$ cat src/rtl/cache_axi_pkg.sv
`default_nettype none
// +----------------------------------------------------------------------------+
// | cache_axi_pkg : shared codes and FSM encodings for the cache/AXI3 bridge   |
// | Revision      : 1.0                                                        |
// +----------------------------------------------------------------------------+
package cache_axi_pkg;

  localparam int AXI_ID_W = 4;

  localparam logic [2:0] TYPE_BYTE = 3'b000;
  localparam logic [2:0] TYPE_HALF = 3'b001;
  localparam logic [2:0] TYPE_WORD = 3'b010;
  localparam logic [2:0] TYPE_LINE = 3'b100;

  localparam logic [1:0] BURST_INCR = 2'b01;

  typedef enum logic [2:0] {
    R_IDLE = 3'b001,
    R_AR   = 3'b010,
    R_DATA = 3'b100
  } rd_state_e;

  typedef enum logic [3:0] {
    W_IDLE = 4'b0001,
    W_AW   = 4'b0010,
    W_DATA = 4'b0100,
    W_RESP = 4'b1000
  } wr_state_e;

  function automatic logic is_line(input logic [2:0] t);
    return t == TYPE_LINE;
  endfunction

  // Line transfers move 32-bit beats; single transfers use the low type bits.
  function automatic logic [2:0] ax_size(input logic [2:0] t);
    case (t)
      TYPE_BYTE:            return 3'd0;
      TYPE_HALF:            return 3'd1;
      TYPE_WORD, TYPE_LINE: return 3'd2;
      default:              return {1'b0, t[1:0]};
    endcase
  endfunction

endpackage
`default_nettype wire

$ cat src/rtl/cache_axi_wr_ch.sv
`default_nettype none
// +----------------------------------------------------------------------------+
// | cache_axi_wr_ch : write FSM, 128-bit line buffer and beat counter          |
// | Revision        : 1.0                                                      |
// +----------------------------------------------------------------------------+
module cache_axi_wr_ch
  import cache_axi_pkg::*;
#(
  parameter logic [AXI_ID_W-1:0] WR_ID    = 4'd1,
  parameter logic [7:0]          LINE_LEN = 8'd3
) (
  input  logic                clk,
  input  logic                rst,
  input  logic                wr_req,
  input  logic [2:0]          wr_type,
  input  logic [31:0]         wr_addr,
  input  logic [3:0]          wr_wstrb,
  input  logic [127:0]        wr_data,
  output logic                wr_rdy,
  output logic                busy,
  output logic [27:0]         buf_line,
  output logic [AXI_ID_W-1:0] awid,
  output logic [31:0]         awaddr,
  output logic [7:0]          awlen,
  output logic [2:0]          awsize,
  output logic [1:0]          awburst,
  output logic                awvalid,
  input  logic                awready,
  output logic [AXI_ID_W-1:0] wid,
  output logic [31:0]         wdata,
  output logic [3:0]          wstrb,
  output logic                wlast,
  output logic                wvalid,
  input  logic                wready,
  input  logic                bvalid,
  output logic                bready
);

  wr_state_e    r_state;
  wr_state_e    w_next;
  logic [31:0]  r_addr;
  logic [2:0]   r_type;
  logic [3:0]   r_strb;
  logic [127:0] r_data;
  logic [1:0]   r_cnt;
  logic         w_line;

  assign w_line   = is_line(r_type);
  assign wr_rdy   = (r_state == W_IDLE);
  assign busy     = ~wr_rdy;
  assign buf_line = r_addr[31:4];

  assign awid    = WR_ID;
  assign wid     = WR_ID;
  assign awaddr  = w_line ? {r_addr[31:4], 4'h0} : r_addr;
  assign awlen   = w_line ? LINE_LEN : 8'd0;
  assign awsize  = ax_size(r_type);
  assign awburst = BURST_INCR;
  assign wstrb   = w_line ? 4'hf : r_strb;
  assign wdata   = r_data[{r_cnt, 5'b0} +: 32];

  always_ff @(posedge clk) begin
    if (rst) r_state <= W_IDLE;
    else     r_state <= w_next;
  end

  always_ff @(posedge clk) begin
    if (wr_req && wr_rdy) begin
      r_addr <= wr_addr;
      r_type <= wr_type;
      r_strb <= wr_wstrb;
      r_data <= wr_data;
    end
    // Holding the counter at zero throughout W_AW guarantees a clean start.
    if (r_state == W_AW)                  r_cnt <= 2'd0;
    else if (r_state == W_DATA && wready) r_cnt <= r_cnt + 2'd1;
  end

  always_comb begin
    w_next  = r_state;
    awvalid = 1'b0;
    wvalid  = 1'b0;
    wlast   = 1'b0;
    bready  = 1'b0;
    case (r_state)
      W_IDLE: if (wr_req) w_next = W_AW;
      W_AW: begin
        awvalid = 1'b1;
        if (awready) w_next = W_DATA;
      end
      W_DATA: begin
        wvalid = 1'b1;
        wlast  = (r_cnt == awlen[1:0]);
        if (wready && wlast) w_next = W_RESP;
      end
      W_RESP: begin
        bready = 1'b1;
        if (bvalid) w_next = W_IDLE;
      end
      default: w_next = W_IDLE;
    endcase
  end

endmodule
`default_nettype wire

$ cat src/rtl/cache_axi_bridge.sv
`default_nettype none
// +----------------------------------------------------------------------------+
// | cache_axi_bridge : cache read/write requests to AXI3 bursts               |
// | Revision         : 1.0                                                     |
// +----------------------------------------------------------------------------+
module cache_axi_bridge
  import cache_axi_pkg::*;
#(
  parameter logic [AXI_ID_W-1:0] RD_ID    = 4'd0,
  parameter logic [AXI_ID_W-1:0] WR_ID    = 4'd1,
  parameter logic [7:0]          LINE_LEN = 8'd3
) (
  input  logic                clk,
  input  logic                rst,
  input  logic                rd_req,
  input  logic [2:0]          rd_type,
  input  logic [31:0]         rd_addr,
  output logic                rd_rdy,
  output logic                ret_valid,
  output logic                ret_last,
  output logic [31:0]         ret_data,
  input  logic                wr_req,
  input  logic [2:0]          wr_type,
  input  logic [31:0]         wr_addr,
  input  logic [3:0]          wr_wstrb,
  input  logic [127:0]        wr_data,
  output logic                wr_rdy,
  output logic [AXI_ID_W-1:0] arid,
  output logic [31:0]         araddr,
  output logic [7:0]          arlen,
  output logic [2:0]          arsize,
  output logic [1:0]          arburst,
  output logic                arvalid,
  input  logic                arready,
  input  logic [AXI_ID_W-1:0] rid,
  input  logic [31:0]         rdata,
  input  logic [1:0]          rresp,
  input  logic                rlast,
  input  logic                rvalid,
  output logic                rready,
  output logic [AXI_ID_W-1:0] awid,
  output logic [31:0]         awaddr,
  output logic [7:0]          awlen,
  output logic [2:0]          awsize,
  output logic [1:0]          awburst,
  output logic                awvalid,
  input  logic                awready,
  output logic [AXI_ID_W-1:0] wid,
  output logic [31:0]         wdata,
  output logic [3:0]          wstrb,
  output logic                wlast,
  output logic                wvalid,
  input  logic                wready,
  input  logic [AXI_ID_W-1:0] bid,
  input  logic [1:0]          bresp,
  input  logic                bvalid,
  output logic                bready
);

  rd_state_e   r_rd_state;
  rd_state_e   w_rd_next;
  logic [31:0] r_rd_addr;
  logic [2:0]  r_rd_type;
  logic        w_rd_line;
  logic        w_wr_busy;
  logic [27:0] w_wbuf_line;
  logic        w_unused;

  // Single outstanding transaction per channel: ids and responses carry no information.
  assign w_unused = ^{rid, rresp, bid, bresp};

  // Refilling a line that is still being written back would return stale memory.
  assign rd_rdy = (r_rd_state == R_IDLE) && !(w_wr_busy && (w_wbuf_line == rd_addr[31:4]));

  assign w_rd_line = is_line(r_rd_type);
  assign arid      = RD_ID;
  assign araddr    = w_rd_line ? {r_rd_addr[31:4], 4'h0} : r_rd_addr;
  assign arlen     = w_rd_line ? LINE_LEN : 8'd0;
  assign arsize    = ax_size(r_rd_type);
  assign arburst   = BURST_INCR;

  assign ret_valid = rready && rvalid;
  assign ret_last  = rlast;
  assign ret_data  = rdata;

  always_ff @(posedge clk) begin
    if (rst) r_rd_state <= R_IDLE;
    else     r_rd_state <= w_rd_next;
  end

  always_ff @(posedge clk) begin
    if (rd_req && rd_rdy) begin
      r_rd_addr <= rd_addr;
      r_rd_type <= rd_type;
    end
  end

  always_comb begin
    w_rd_next = r_rd_state;
    arvalid   = 1'b0;
    rready    = 1'b0;
    case (r_rd_state)
      R_IDLE: if (rd_req && rd_rdy) w_rd_next = R_AR;
      R_AR: begin
        arvalid = 1'b1;
        if (arready) w_rd_next = R_DATA;
      end
      R_DATA: begin
        rready = 1'b1;
        if (rvalid && rlast) w_rd_next = R_IDLE;
      end
      default: w_rd_next = R_IDLE;
    endcase
  end

  cache_axi_wr_ch #(
    .WR_ID    (WR_ID),
    .LINE_LEN (LINE_LEN)
  ) u_wr_ch (
    .clk      (clk),
    .rst      (rst),
    .wr_req   (wr_req),
    .wr_type  (wr_type),
    .wr_addr  (wr_addr),
    .wr_wstrb (wr_wstrb),
    .wr_data  (wr_data),
    .wr_rdy   (wr_rdy),
    .busy     (w_wr_busy),
    .buf_line (w_wbuf_line),
    .awid     (awid),
    .awaddr   (awaddr),
    .awlen    (awlen),
    .awsize   (awsize),
    .awburst  (awburst),
    .awvalid  (awvalid),
    .awready  (awready),
    .wid      (wid),
    .wdata    (wdata),
    .wstrb    (wstrb),
    .wlast    (wlast),
    .wvalid   (wvalid),
    .wready   (wready),
    .bvalid   (bvalid),
    .bready   (bready)
  );

endmodule
`default_nettype wire
$ cat config.mk
export PLATFORM = sky130hd
export DESIGN_NAME = cache_axi_bridge
export DESIGN_NICKNAME = d
export VERILOG_FILES = /design/src/rtl/cache_axi_pkg.sv /design/src/rtl/cache_axi_wr_ch.sv /design/src/rtl/cache_axi_bridge.sv
export SDC_FILE = /design/constraint.sdc
export NUM_CORES = 1
export LEC_CHECK = 0
export BUFFER_PORTS_ARGS = -buffer_cell sky130_fd_sc_hd__clkbuf_2
export CORE_AREA = 2 2 171 173
export CTS_CLUSTER_DIAMETER = 60
export DETAILED_ROUTE_END_ITERATION = 10
export DIE_AREA = 0 0 173 175
export GPL_ROUTABILITY_DRIVEN = 0
export GPL_TIMING_DRIVEN = 0
export PLACE_DENSITY = 0.54
export SLEW_MARGIN = 20
export SYNTH_ARGS = -nofsm -noshare
export SYNTH_HDL_FRONTEND = slang
export SYNTH_SLANG_ARGS = --single-unit
$ cat constraint.sdc
create_clock -name clk -period 7.01 [get_ports clk]
set_input_delay 0.701 -clock clk [delete_from_list [all_inputs] [get_ports clk]]
set_output_delay 0.701 -clock clk [all_outputs]
set_load 0.02 [all_outputs]
==> flow_results.org, run 1 <==
** Synth
- Area share of the largest cell type after synthesis :: 69.5%
- Syn Std Cell Area :: 8720 sq um
- Dominant cells by area after synthesis :: edfxtp_1, buf_4, mux4_2
- For this run, asynchronously set or reset flops after synthesis account for 0%.
- Post-synth top flop :: edfxtp_1
- Average footprint of a synthesized cell :: 17.8 sq um
- Synthesis handed over a netlist of 491 instances.
- Largest area contributor in the netlist :: edfxtp_1
- Yosys printed 0 warnings.
- Count of flip-flops with a built-in enable after synthesis :: 202
- Share of the yosys chip area belonging to registers :: 71.6%
- Yosys mapped the design onto 40 distinct sky130hd cell types.
- #FFs+latches synth :: 211

** Critical path
- Crit-path slowest cell :: clkbuf_1
- Highest net fanout along the worst path :: 10
- The critical path goes through clkbuf_1 > clkbuf_1 > mux4_2 > clkbuf_2.
- Required time of the worst setup path :: 6310 ps
- Arrival @ worst endpoint :: 2420 ps
- The worst setup path is of the reg -> out kind.
- Critical Path End Type :: output pin
- Delay contributed by the slowest stage of the critical path :: 630 ps
- Kind of start point of the critical path :: flip-flop
- Among the stages of the critical path, the cell type that occurs most often is clkbuf_1.

** Layout
- The finished cells cover 12,000 sq um.
- Layout cell share with drive strength beyond 1 :: 62.1%
- The top cell types in the final layout, fill and taps aside, are clkbuf_2, edfxtp_1, buf_4, mux4_2, conb_1.
- 0 antenna diodes ended up in the layout.
- Growth of design area from synthesis to finish :: 38.1%
- Leading cell type in the layout, fill and taps excluded :: clkbuf_2
- The final layout contains 1,166 nets.
- Layout Utilization :: 42.4%
- Number of non-filler instances in the completed layout :: 1,313

** GRT
- Initial antenna violation count :: 0
- Number of global-route vias before repair :: 5,449
- The first global-routing pass estimated 31.5 mm of wire.
- Global routing finished with a remaining overflow of 0.
- Entering global routing, the biggest net connects 59 pins.
- Gr usage total :: 13.4%

** STA
- The clock arrives with 13.1 ps of skew.
- Slew at the pin closest to its max-slew limit :: 809 ps
- Number of max-slew violations in the final report :: 0
- Fin crit period :: 3120 ps
- Max_slew headroom :: 45.3%
- After layout, the worst path uses 44.5% of the clock period.
- Hold timing on the final database bottoms out at a slack of 354 ps.
- Final hold vios :: 0
- # setup viols final :: 0
- Setup repair after global routing left no endpoint under its margin.
- Maximum clock frequency :: 0.321 GHz

** Die
- The floorplan step defined a die boundary enclosing 30,300 sq um.
- Once the floorplan was initialized, standard cells occupied 30.7% of the core.
- Area of the core region :: 28,400 sq um
- Number of placement rows :: 62
- The die is 173 um wide.
- Pin placement for this block handled 436 I/O pins.
- Vertical die dimension :: 175 um

** Clock tree
- In this run, post-CTS repair resized a total of 0 instances.
- TritonCTS built the clock tree.
- Count of clock tree sinks :: 211
- Setup Fix Bufs, Post-CTS :: 0
- The tree is rooted in a clkbuf_16.
- After clock tree synthesis, the clock-pin slew on the worst setup and hold paths is 60 ps.
- Skew-Pair Late Insertion Delay :: 510 ps
- No sink is reached through more buffers than the 3 on the longest clock path.
- Hold-fix buffers at CTS :: 0
- In this run the number of H-tree levels came out at 1.
- Buffers inserted during clock tree synthesis total 25.

** Pwr
- Power density of the placed cells :: 274 nW/um^2
- Clock network fraction of total power :: 38.9%
- Net switching component of the power :: 789 uW
- Relative contribution of combinational cells to total power :: 14.2%
- Static leakage :: 5.10 nW
- Of the total power, registers draw 46.9%.
- Maximum resistive drop on vdd :: 0.190 mV
- Cell Int Power :: 2.52 mW
- Switching share of total power :: 23.9%

** Min path
- Worst min path class :: in -> reg

** Routing
- Pre-Repair DR Iteration Count :: 4
- Post-detailed-route wirelength per cell :: 15.9 um
- Total vias in the final route :: 5,225
- After detailed routing, the number of remaining DRC violations is 0.
- Once detail routing completed, the nets flagged for antenna violations numbered 0.
- In the routed layout, each cell is associated on average with a via count of 3.98.
- Starting DRT DRC Count :: 179
- Total routed wirelength :: 20.9 mm

** Placement
- After detailed placement, the design holds a cell count of 1,267.
- Total half-perimeter wirelength after legalization and detailed placement :: 16.7 mm
- Port buffering added 360 buffers.
- The placed instances occupy a cell area of 11,200 sq um.

** Outcome
- The run finished with clean final reports.

** Run
- Max-cap check violation count :: 0
==> power by group through the flow <==
stage,Combinational [mW],Clock (mW),Sequential [mW]
2_1_floorplan,0.300,0,1.58
3_3_place_gp,0.457,0,1.60
3_5_place_dp,0.478,0,1.58
4_1_cts,0.479,1.33,1.55
5_1_grt,0.508,1.38,1.56
6_report,0.470,1.29,1.55
==> final cells by class <==
class	count	area [sq um]
plain buffers	136	980
clock buffers	30	664
clock inverters	16	166
fillers	2651	16300
inverters	5	18.8
multi-input cells	167	1590
flip-flops and latches	211	6250
well taps	384	480
repair buffers	364	1900
==> critical path: cells and delay by family, from the launching register on <==
family                 cells  cell delay [ps]
buffers and inverters      3             1190
multiplexers               1              420
flip-flops                 1              300
==> layer usage <==
metal / global-route usage, % / wire, um / vias to the layer above
met5: 0 / 0 / -
met4: 3.39 / 313 / 0
met3: 6.64 / 2690 / 22
met2: 24.5 / 10700 / 284
met1: 13.7 / 7160 / 2393
li1: - / - / 2526
==> flip-flops by register name (all words and copies together) (netlist names) <==
register,flops
u_wr_ch.r_type,3
r_rd_addr,32
u_wr_ch.r_addr,32
r_rd_state,3
u_wr_ch.r_state,4
u_wr_ch.r_strb,4
r_rd_type,3
u_wr_ch.r_cnt,2
u_wr_ch.r_data,128
==> final timing paths <==
path | end | cells past startpoint | from | slack [ps]
worst max register to register | u_wr_ch.r_data[23] | 5 | u_wr_ch.r_state[1] | 4640
worst min register to register | r_rd_state[0] | 2 | r_rd_state[2] | 580
worst max-delay path | wdata[23] | 4 | u_wr_ch.r_cnt[1] | 3890
worst min-delay path | u_wr_ch.r_data[100] | 1 | wr_data[100] | 350
==> cells by family (layout without fill, tap and decap cells) <==
logic type	Yosys count	count (layout)	synth area share, %
multiplexers	33	33	8.38
AO/OA/AOI/OAI	13	13	1.00
other	2	30	0.0861
buffers and inverters	141	551	11.4
AND/OR/NAND/NOR	59	59	4.26
flip-flops	211	211	71.6
XOR/XNOR	32	32	3.21
==> stage by stage <==
step           worst slack [ps]  setup TNS [ps]  total power [mW]
2_1_floorplan              1500               0              1.88
3_3_place_gp              -69.5           -8240              2.06
3_5_place_dp               4000               0              2.05
4_1_cts                    3740               0              3.36
5_1_grt                    3700               0              3.44
6_report                   3890               0              3.30
==> cell usage after synthesis (3+ instances only) <==
library cell	n
edfxtp_1	202
buf_4	123
mux4_2	32
xnor2_1	22
xor2_1	10
dfxtp_1	9
nor2_1	9
buf_2	6
clkbuf_1	6
nand2_1	6
nand4_1	6
inv_1	5
nor2b_1	5
a21oi_1	4
and2b_1	4
o21ai_0	4
or2_2	4
and2_1	3
nand2b_1	3
nor3_1	3
nor3b_1	3
Power figures use the tool's default switching activity.
==> run 2: changes to the inputs <==
--- a/config.mk
+++ b/config.mk
@@ -5,14 +5,15 @@
 export SDC_FILE = /design/constraint.sdc
 export NUM_CORES = 1
 export LEC_CHECK = 0
+export ABC_AREA = 1
 export BUFFER_PORTS_ARGS = -buffer_cell sky130_fd_sc_hd__clkbuf_2
-export CORE_AREA = 2 2 171 173
+export CORE_AREA = 2 2 169 171
 export CTS_CLUSTER_DIAMETER = 60
 export DETAILED_ROUTE_END_ITERATION = 10
-export DIE_AREA = 0 0 173 175
+export DIE_AREA = 0 0 171 173
 export GPL_ROUTABILITY_DRIVEN = 0
 export GPL_TIMING_DRIVEN = 0
-export PLACE_DENSITY = 0.54
+export PLACE_DENSITY = 0.56
 export SLEW_MARGIN = 20
 export SYNTH_ARGS = -nofsm -noshare
 export SYNTH_HDL_FRONTEND = slang
==> constraint.sdc (replaced) <==
create_clock -name clk -period 3.3 [get_ports clk]
set_input_delay 0.33 -clock clk [delete_from_list [all_inputs] [get_ports clk]]
set_output_delay 0.33 -clock clk [all_outputs]
set_load 0.02 [all_outputs]
==> run 2 against run 1 <==
Effect of this change:
- worst setup slack worse by 3300 ps
- largest power group unchanged
- combinational power grew to 2.6 times the previous value
- synthesized area up 3.9%
- clock skew is 3.5 ps lower
==> flow_results.org, run 2 <==
** Die
- For this configuration, the core starts out at a cell density of 32.8%.
- Die Width :: 171 um
- Row generation in the floorplan step produced 61 rows.
- During I/O placement, the number of pins put on the boundary was 436.
- The floorplan step defined a die boundary enclosing 29,600 sq um.
- Area of the core region :: 27,600 sq um
- Vertical die dimension :: 173 um

** GRT
- GR Overflow Total :: 0
- Initial antenna violation count :: 0
- The first global-routing pass estimated 38.9 mm of wire.
- The via count of the first global-routing pass came to 7,389.
- Gr usage total :: 17.0%
- Entering global routing, the biggest net connects 36 pins.

** Synth
- Of the total synthesized cell area, the portion taken by XOR and XNOR cells is 0.387%.
- In the synthesized netlist the async set-or-reset flop fraction comes to 0%.
- Summing the areas of all compound-gate instances in the mapped netlist gives 6.64% of the synthesized area.
- Post-synth top flop :: edfxtp_1
- Ys Warns :: 0
- After Yosys synthesis, full adders, half adders and majority gates account for 0% of the synthesized area.
- In the post-synthesis netlist, the cell with the most instances is edfxtp_1.
- The synthesized netlist occupies a cell area of 9060 sq um.
- Fraction of synthesized area in multiplexers :: 0%
- Largest area contributor in the netlist :: edfxtp_1
- Largest family of logic cells by synthesized area :: buffers and inverters
- Counting flops and latches in the post-synthesis netlist gives 211.
- Post-synth top cells :: edfxtp_1, buf_4, nor2_1
- Synthesis handed over a netlist of 760 instances.
- Area share of the largest cell type after synthesis :: 66.9%
- By area the synthesized netlist is led by edfxtp_1, buf_4, nor2_1.
- Counting flops with a built-in enable in the synthesized netlist gives 202.
- Of the total synthesized cell area, the portion taken by AND, OR, NAND and NOR gates is 9.72%.
- Count of distinct cell types in the synthesized netlist :: 29
- Average footprint of a synthesized cell :: 11.9 sq um
- After synthesis, flip-flops and latches occupy 68.9% of the total area.

** Critical path
- Worst r2r path cells :: 11
- Reg2reg start :: u_wr_ch.r_addr[31]
- Series of cell instances along the critical path :: buf_4 > inv_2 > buf_2 > clkbuf_1 > o21ai_0 > o22ai_1 > clkbuf_2
- Required time of the worst setup path :: 2970 ps
- For the worst setup path, the data arrival time is 2420 ps.
- The critical path contains buffers and inverters numbering 5 combined.
- Kind of cell with the highest combined delay on the critical path :: buffers and inverters
- STA classifies the critical path startpoint as a flip-flop.
- Highest net fanout along the worst path :: 10
- The largest single stage delay on the critical path is 420 ps.
- Crit-path slowest cell :: clkbuf_1
- Total number of cells along the worst setup path :: 7
- The worst setup path is captured at an output pin.
- Startpoint of the worst setup timing path :: u_wr_ch.r_cnt[0]
- Worst setup path class :: reg -> out

** Layout
- Fill cells in the final layout number 2,477.
- The finished cells cover 14,000 sq um.
- Number of non-filler instances in the completed layout :: 1,747
- Flip-flop count of the largest register after layout :: 128
- The largest registers in the layout are u_wr_ch.r_data x128, r_rd_addr x32, u_wr_ch.r_addr x32.
- Leading cell type in the layout, fill and taps excluded :: clkbuf_2
- Inserted Diodes :: 0
- Post-layout nets :: 1,608
- Layout cell share with drive strength beyond 1 :: 40.5%
- Layout Utilization :: 50.7%
- Leaving out fill and tap cells, the most frequent cells in the layout are clkbuf_2, edfxtp_1, dlygate4sd3_1, buf_4, nor2_1.
- More flip-flops sit in one register than any other, and that register is u_wr_ch.r_data.
- Growth of design area from synthesis to finish :: 54.6%

** STA
- # setup viols final :: 0
- Max_slew headroom :: 48.3%
- Maximum clock frequency :: 0.364 GHz
- After layout, the worst path uses 83.3% of the clock period.
- Setup repair after global routing left no endpoint under its margin.
- Final Hold Slack :: 29.6 ps
- After layout, the worst setup slack is 551 ps.
- Slew at the pin closest to its max-slew limit :: 774 ps
- Fin Setup TNS :: 0 ps
- Setup skew after layout :: 9.64 ps
- Fin crit period :: 2750 ps
- Final hold vios :: 0
- Number of max-slew violations in the final report :: 0

** Pwr
- For this design the static power due to leakage is 6.38 nW.
- Relative contribution of combinational cells to total power :: 17.7%
- Clock network fraction of total power :: 34.7%
- Maximum resistive drop on vdd :: 0.472 mV
- Net switching component of the power :: 1.79 mW
- Switching share of total power :: 25.8%
- Final total power :: 6.94 mW
- In this run, flip-flops and latches consume 47.5% of the power.
- Power density of the placed cells :: 495 nW/um^2
- Cell Int Power :: 5.15 mW

** Clock tree
- Largest buffer count on any clock path :: 3
- CTS built an H-tree with a depth of 1.
- The later pin in the worst-skew pair is clocked with a latency of 510 ps.
- Count of clock tree sinks :: 211
- The number of hold buffers added after CTS was 172.
- Cells resized by post-CTS repair :: 0
- CTS tree :: done
- After clock tree synthesis, the setup repair step added 0 buffers.
- Clock slew seen by the registers of the worst setup and hold paths :: 60 ps
- Number of buffers added by the clock tree synthesis step :: 24
- CTS root buffer :: clkbuf_16

** Routing
- Using the TritonRoute via totals, the vias-per-cell ratio works out to 4.16.
- DRC errors left :: 0
- Post-detailed-route wirelength per cell :: 15.0 um
- Pre-Repair DR Iteration Count :: 4
- The count of nets left with antenna violations once routing finished came out at 0.
- Summing over every cut layer, the via total after detailed routing is 7,269.
- Starting DRT DRC Count :: 379
- Total routed wirelength :: 26.2 mm

** Min path
- Cell depth of the worst hold path :: 1
- The path class of the tightest hold or removal check is in -> reg.
- The startpoint identified for the worst hold timing path is wr_data[0].

** Placement
- Number of port buffers :: 361
- Post-placement cell area :: 11,600 sq um
- Summed over all nets, the half-perimeter wirelength after detailed placement is 18.9 mm.
- Post-place setup slack :: 1020 ps
- The number of placed instances, taps included, is 1,532.

** Run
- Max-cap violations in this run came to 0.

** Outcome
- Outcome :: finished, final reports clean
## run 2: cell type report
| type | count | area (sq um) | area share [%] |
|---|---|---|---|
| tap | 378 | 473 | 3.38 |
| sequential | 211 | 6250 | 44.6 |
| buffer | 146 | 1020 | 7.27 |
| inverter | 73 | 280 | 2.00 |
| clock inverter | 13 | 61.3 | 0.438 |
| clock buffer | 30 | 644 | 4.60 |
| multi-input combinational | 358 | 1660 | 11.8 |
| timing repair buffer | 538 | 3630 | 25.9 |
## run 2: metal layers
metal	track usage (%)	part of all wire (%)	wire (um)	vias up
met5	0	0	0	-
met4	4.73	2.6	691	0
met3	4.05	7.9	2070	46
met2	32.4	53	13700	314
met1	18.3	37	9660	3302
li1	-	-	-	3607
## run 2: worst paths after layout
kind         slack, ps                  to
max                550           wdata[15]
min                 30   u_wr_ch.r_data[0]
max reg2reg       1240       r_rd_addr[27]
min reg2reg        580  u_wr_ch.r_state[3]
## run 2: kinds of logic after synthesis
group	count (synthesis)
other	2
flip-flops	211
XOR/XNOR	4
AND/OR/NAND/NOR	215
buffers and inverters	219
AO/OA/AOI/OAI	109
## run 2: power by group through the flow
stage / Combinational (mW) / Sequential, mW / Clock [mW]
global route: 1.34 / 3.31 / 2.58
detailed placement: 1.07 / 3.35 / 0
CTS: 1.24 / 3.30 / 2.49
finish: 1.23 / 3.30 / 2.41
global placement: 1.03 / 3.38 / 0
floorplan: 0.652 / 3.35 / 0
==> run 3: changes to the inputs <==
--- a/config.mk
+++ b/config.mk
@@ -13,7 +13,7 @@
 export DIE_AREA = 0 0 171 173
 export GPL_ROUTABILITY_DRIVEN = 0
 export GPL_TIMING_DRIVEN = 0
-export PLACE_DENSITY = 0.56
+export PLACE_DENSITY = 0.58
 export SLEW_MARGIN = 20
 export SYNTH_ARGS = -nofsm -noshare
 export SYNTH_HDL_FRONTEND = slang
==> constraint.sdc (replaced) <==
create_clock -name clk -period 2.5 [get_ports clk]
set_input_delay 0.25 -clock clk [delete_from_list [all_inputs] [get_ports clk]]
set_output_delay 0.25 -clock clk [all_outputs]
set_load 0.02 [all_outputs]
==> run 3 against run 2 <==
Effect of this change:
- cell count increased by 1.9%
- total power increased by 38%
- sequential cell count unchanged
==> flow_results.org, run 3 (synthesis gave the netlist of run 2 again) <==
** Outcome
- The flow ran to the end, and the final reports show no timing, DRC or antenna violations.

** Die
- 436 I/O pins were placed.
- Die Width :: 171 um
- Number of placement rows :: 61
- After floorplanning, the core was sized to cover 27,600 sq um.
- The initial utilization of the core area, before any placement, comes to 32.8%.
- From bottom edge to top edge, the die measures 173 um.
- The floorplan step defined a die boundary enclosing 29,600 sq um.

** Pwr
- Final total power :: 9.58 mW
- Power spread over the standard cell area amounts to 663 nW/um^2.
- Across the VDD grid, the largest voltage drop is 0.542 mV.
- The analysis attributes to cell leakage a power of 6.58 nW.

** GRT
- Maximum number of pins on one net before global-route repair :: 39
- GR Overflow Total :: 0
- Number of global-route vias before repair :: 7,708
- The first global-routing pass estimated 40.2 mm of wire.
- Initial antenna violation count :: 1
- Gr usage total :: 17.5%

** Critical path
- Crit-path slowest cell :: dfxtp_1
- At the worst endpoint, the arrival time is 2090 ps.
- The critical path contains buffers and inverters numbering 2 combined.
- Among cell families on the critical path, the largest total delay comes from buffers and inverters.
- Worst setup path class :: reg -> out
- Critical Path End Type :: output pin
- The critical path starts at u_wr_ch.r_cnt[1].
- In this run the critical register-to-register path is launched from u_wr_ch.r_addr[27].
- Kind of start point of the critical path :: flip-flop
- Delay contributed by the slowest stage of the critical path :: 510 ps
- In this run the worst path has a maximum fanout of 10.
- At the worst endpoint, the required time is 2250 ps.
- The critical path goes through clkbuf_1 > o21ai_0 > o22ai_1 > clkbuf_2.

** Layout
- Leaving out fill and tap cells, the most frequent cell in the layout is clkbuf_2.
- Number of non-filler instances in the completed layout :: 1,780
- Once layout is complete, the utilization of the core stands at 52.3%.
- The register with the most flip-flops in the layout has 128 of them.
- Largest Register :: u_wr_ch.r_data
- Growth of design area from synthesis to finish :: 59.4%
- At the end of the flow, the number of nets in the layout was 1,641.
- Total of fill cells in the finished design :: 2,422
- Layout cell share with drive strength beyond 1 :: 40.5%
- Final Cell Area :: 14,400 sq um
- Most frequent cells in the layout :: clkbuf_2, dlygate4sd3_1, edfxtp_1, buf_4, nor2_1
- Largest registers :: u_wr_ch.r_data x128, r_rd_addr x32, u_wr_ch.r_addr x32

** Routing
- Pre-Repair DR Iteration Count :: 6
- DRC errors left :: 0
- After detailed routing, the number of vias per cell comes to 4.18.
- After the first detailed-routing iteration, the DRC count stood at 273.
- The count of nets left with antenna violations once routing finished came out at 0.
- Dividing the detail-routed wire length by the instance count gives 15.3 um.
- Total vias in the final route :: 7,449
- Total routed wirelength :: 27.2 mm

** STA
- # setup viols final :: 0
- Headroom to the max-slew limit came out at 48.1%.
- Setup skew after layout :: 20.2 ps
- Final clock period utilization by the worst path :: 93.6%
- Number of max-slew violations in the final report :: 0
- RSZ-0062 raised after global routing :: false
- Final hold vios :: 0
- Fin crit period :: 2340 ps
- Worst setup slack after layout :: 161 ps
- Adding up every negative setup slack in the final design gives 0 ps.
- Static timing analysis puts the maximum clock frequency at 0.427 GHz.
- Slew at the pin closest to its max-slew limit :: 777 ps
- Final Hold Slack :: 26.5 ps

** Placement
- Post-place setup slack :: 326 ps
- Number of port buffers :: 361
- Total half-perimeter wirelength after legalization and detailed placement :: 18.7 mm
- Number of instances in the placed design :: 1,532
- Post-placement cell area :: 11,600 sq um

** Clock tree
- CTS root buffer :: clkbuf_16
- Clock latency on the worst-skew pair, taken at its later pin, is 520 ps.
- CTS tree :: done
- CTS built an H-tree with a depth of 1.
- The tree built by TritonCTS fans out to 211 sinks.
- Clock slew seen by the registers of the worst setup and hold paths :: 60 ps
- In this run, CTS created clock tree buffers numbering 25.
- Largest buffer count on any clock path :: 3

** Min path
- The startpoint identified for the worst hold timing path is bvalid.
- The tightest min-delay check is of the in -> reg type.

** Run
- Max-cap violations in this run came to 0.
[run 3: what timing repair did]
action	in CTS	in global routing
setup endpoints to repair	12	14
hold buffers	204	0
resized for setup	8	11
setup buffers	0	0
hold endpoints to repair	206	0
cloned	0	0
[run 3: routing by layer]
layer	vias up	part of all wire, %	GRT usage (%)
met5	-	0	0
met4	0	2.3	5.12
met3	46	8.0	4.65
met2	334	54	34.3
met1	3392	36	17.7
li1	3677	-	-
[run 3: path summary, 6_finish.rpt]
check                                           to  slack, ps  cells after the start
worst max-delay path                     wdata[29]        160                      4
worst min-delay path            u_wr_ch.r_state[3]         30                      4
worst max register to register       r_rd_addr[29]        380                     11
worst min register to register  u_wr_ch.r_state[3]        580                      3
[run 3: tightest hold or removal path: stages]
cell	delay, ps
clkbuf_2	70
inv_1	30
nand2_1	90
a21oi_1	70
[run 3: power breakdown]
group	leakage, nW	internal [mW]	switching, mW
combinational	4.20	0.763	0.919
sequential	1.99	4.25	0.0985
clock	0.382	2.14	1.40
[run 3: final cells by class]
| cell class | count | area (sq um) | share of cell area, % |
|---|---|---|---|
| Antenna cell | 1 | 2.50 | 0.0173 |
| Buffer | 146 | 1040 | 7.21 |
| Clock buffer | 32 | 652 | 4.51 |
| Clock inverter | 11 | 138 | 0.953 |
| Inverter | 73 | 280 | 1.94 |
| Multi-Input combinational cell | 358 | 1660 | 11.5 |
| Sequential cell | 211 | 6250 | 43.3 |
| Tap cell | 378 | 473 | 3.27 |
| Timing Repair Buffer | 570 | 3950 | 27.3 |
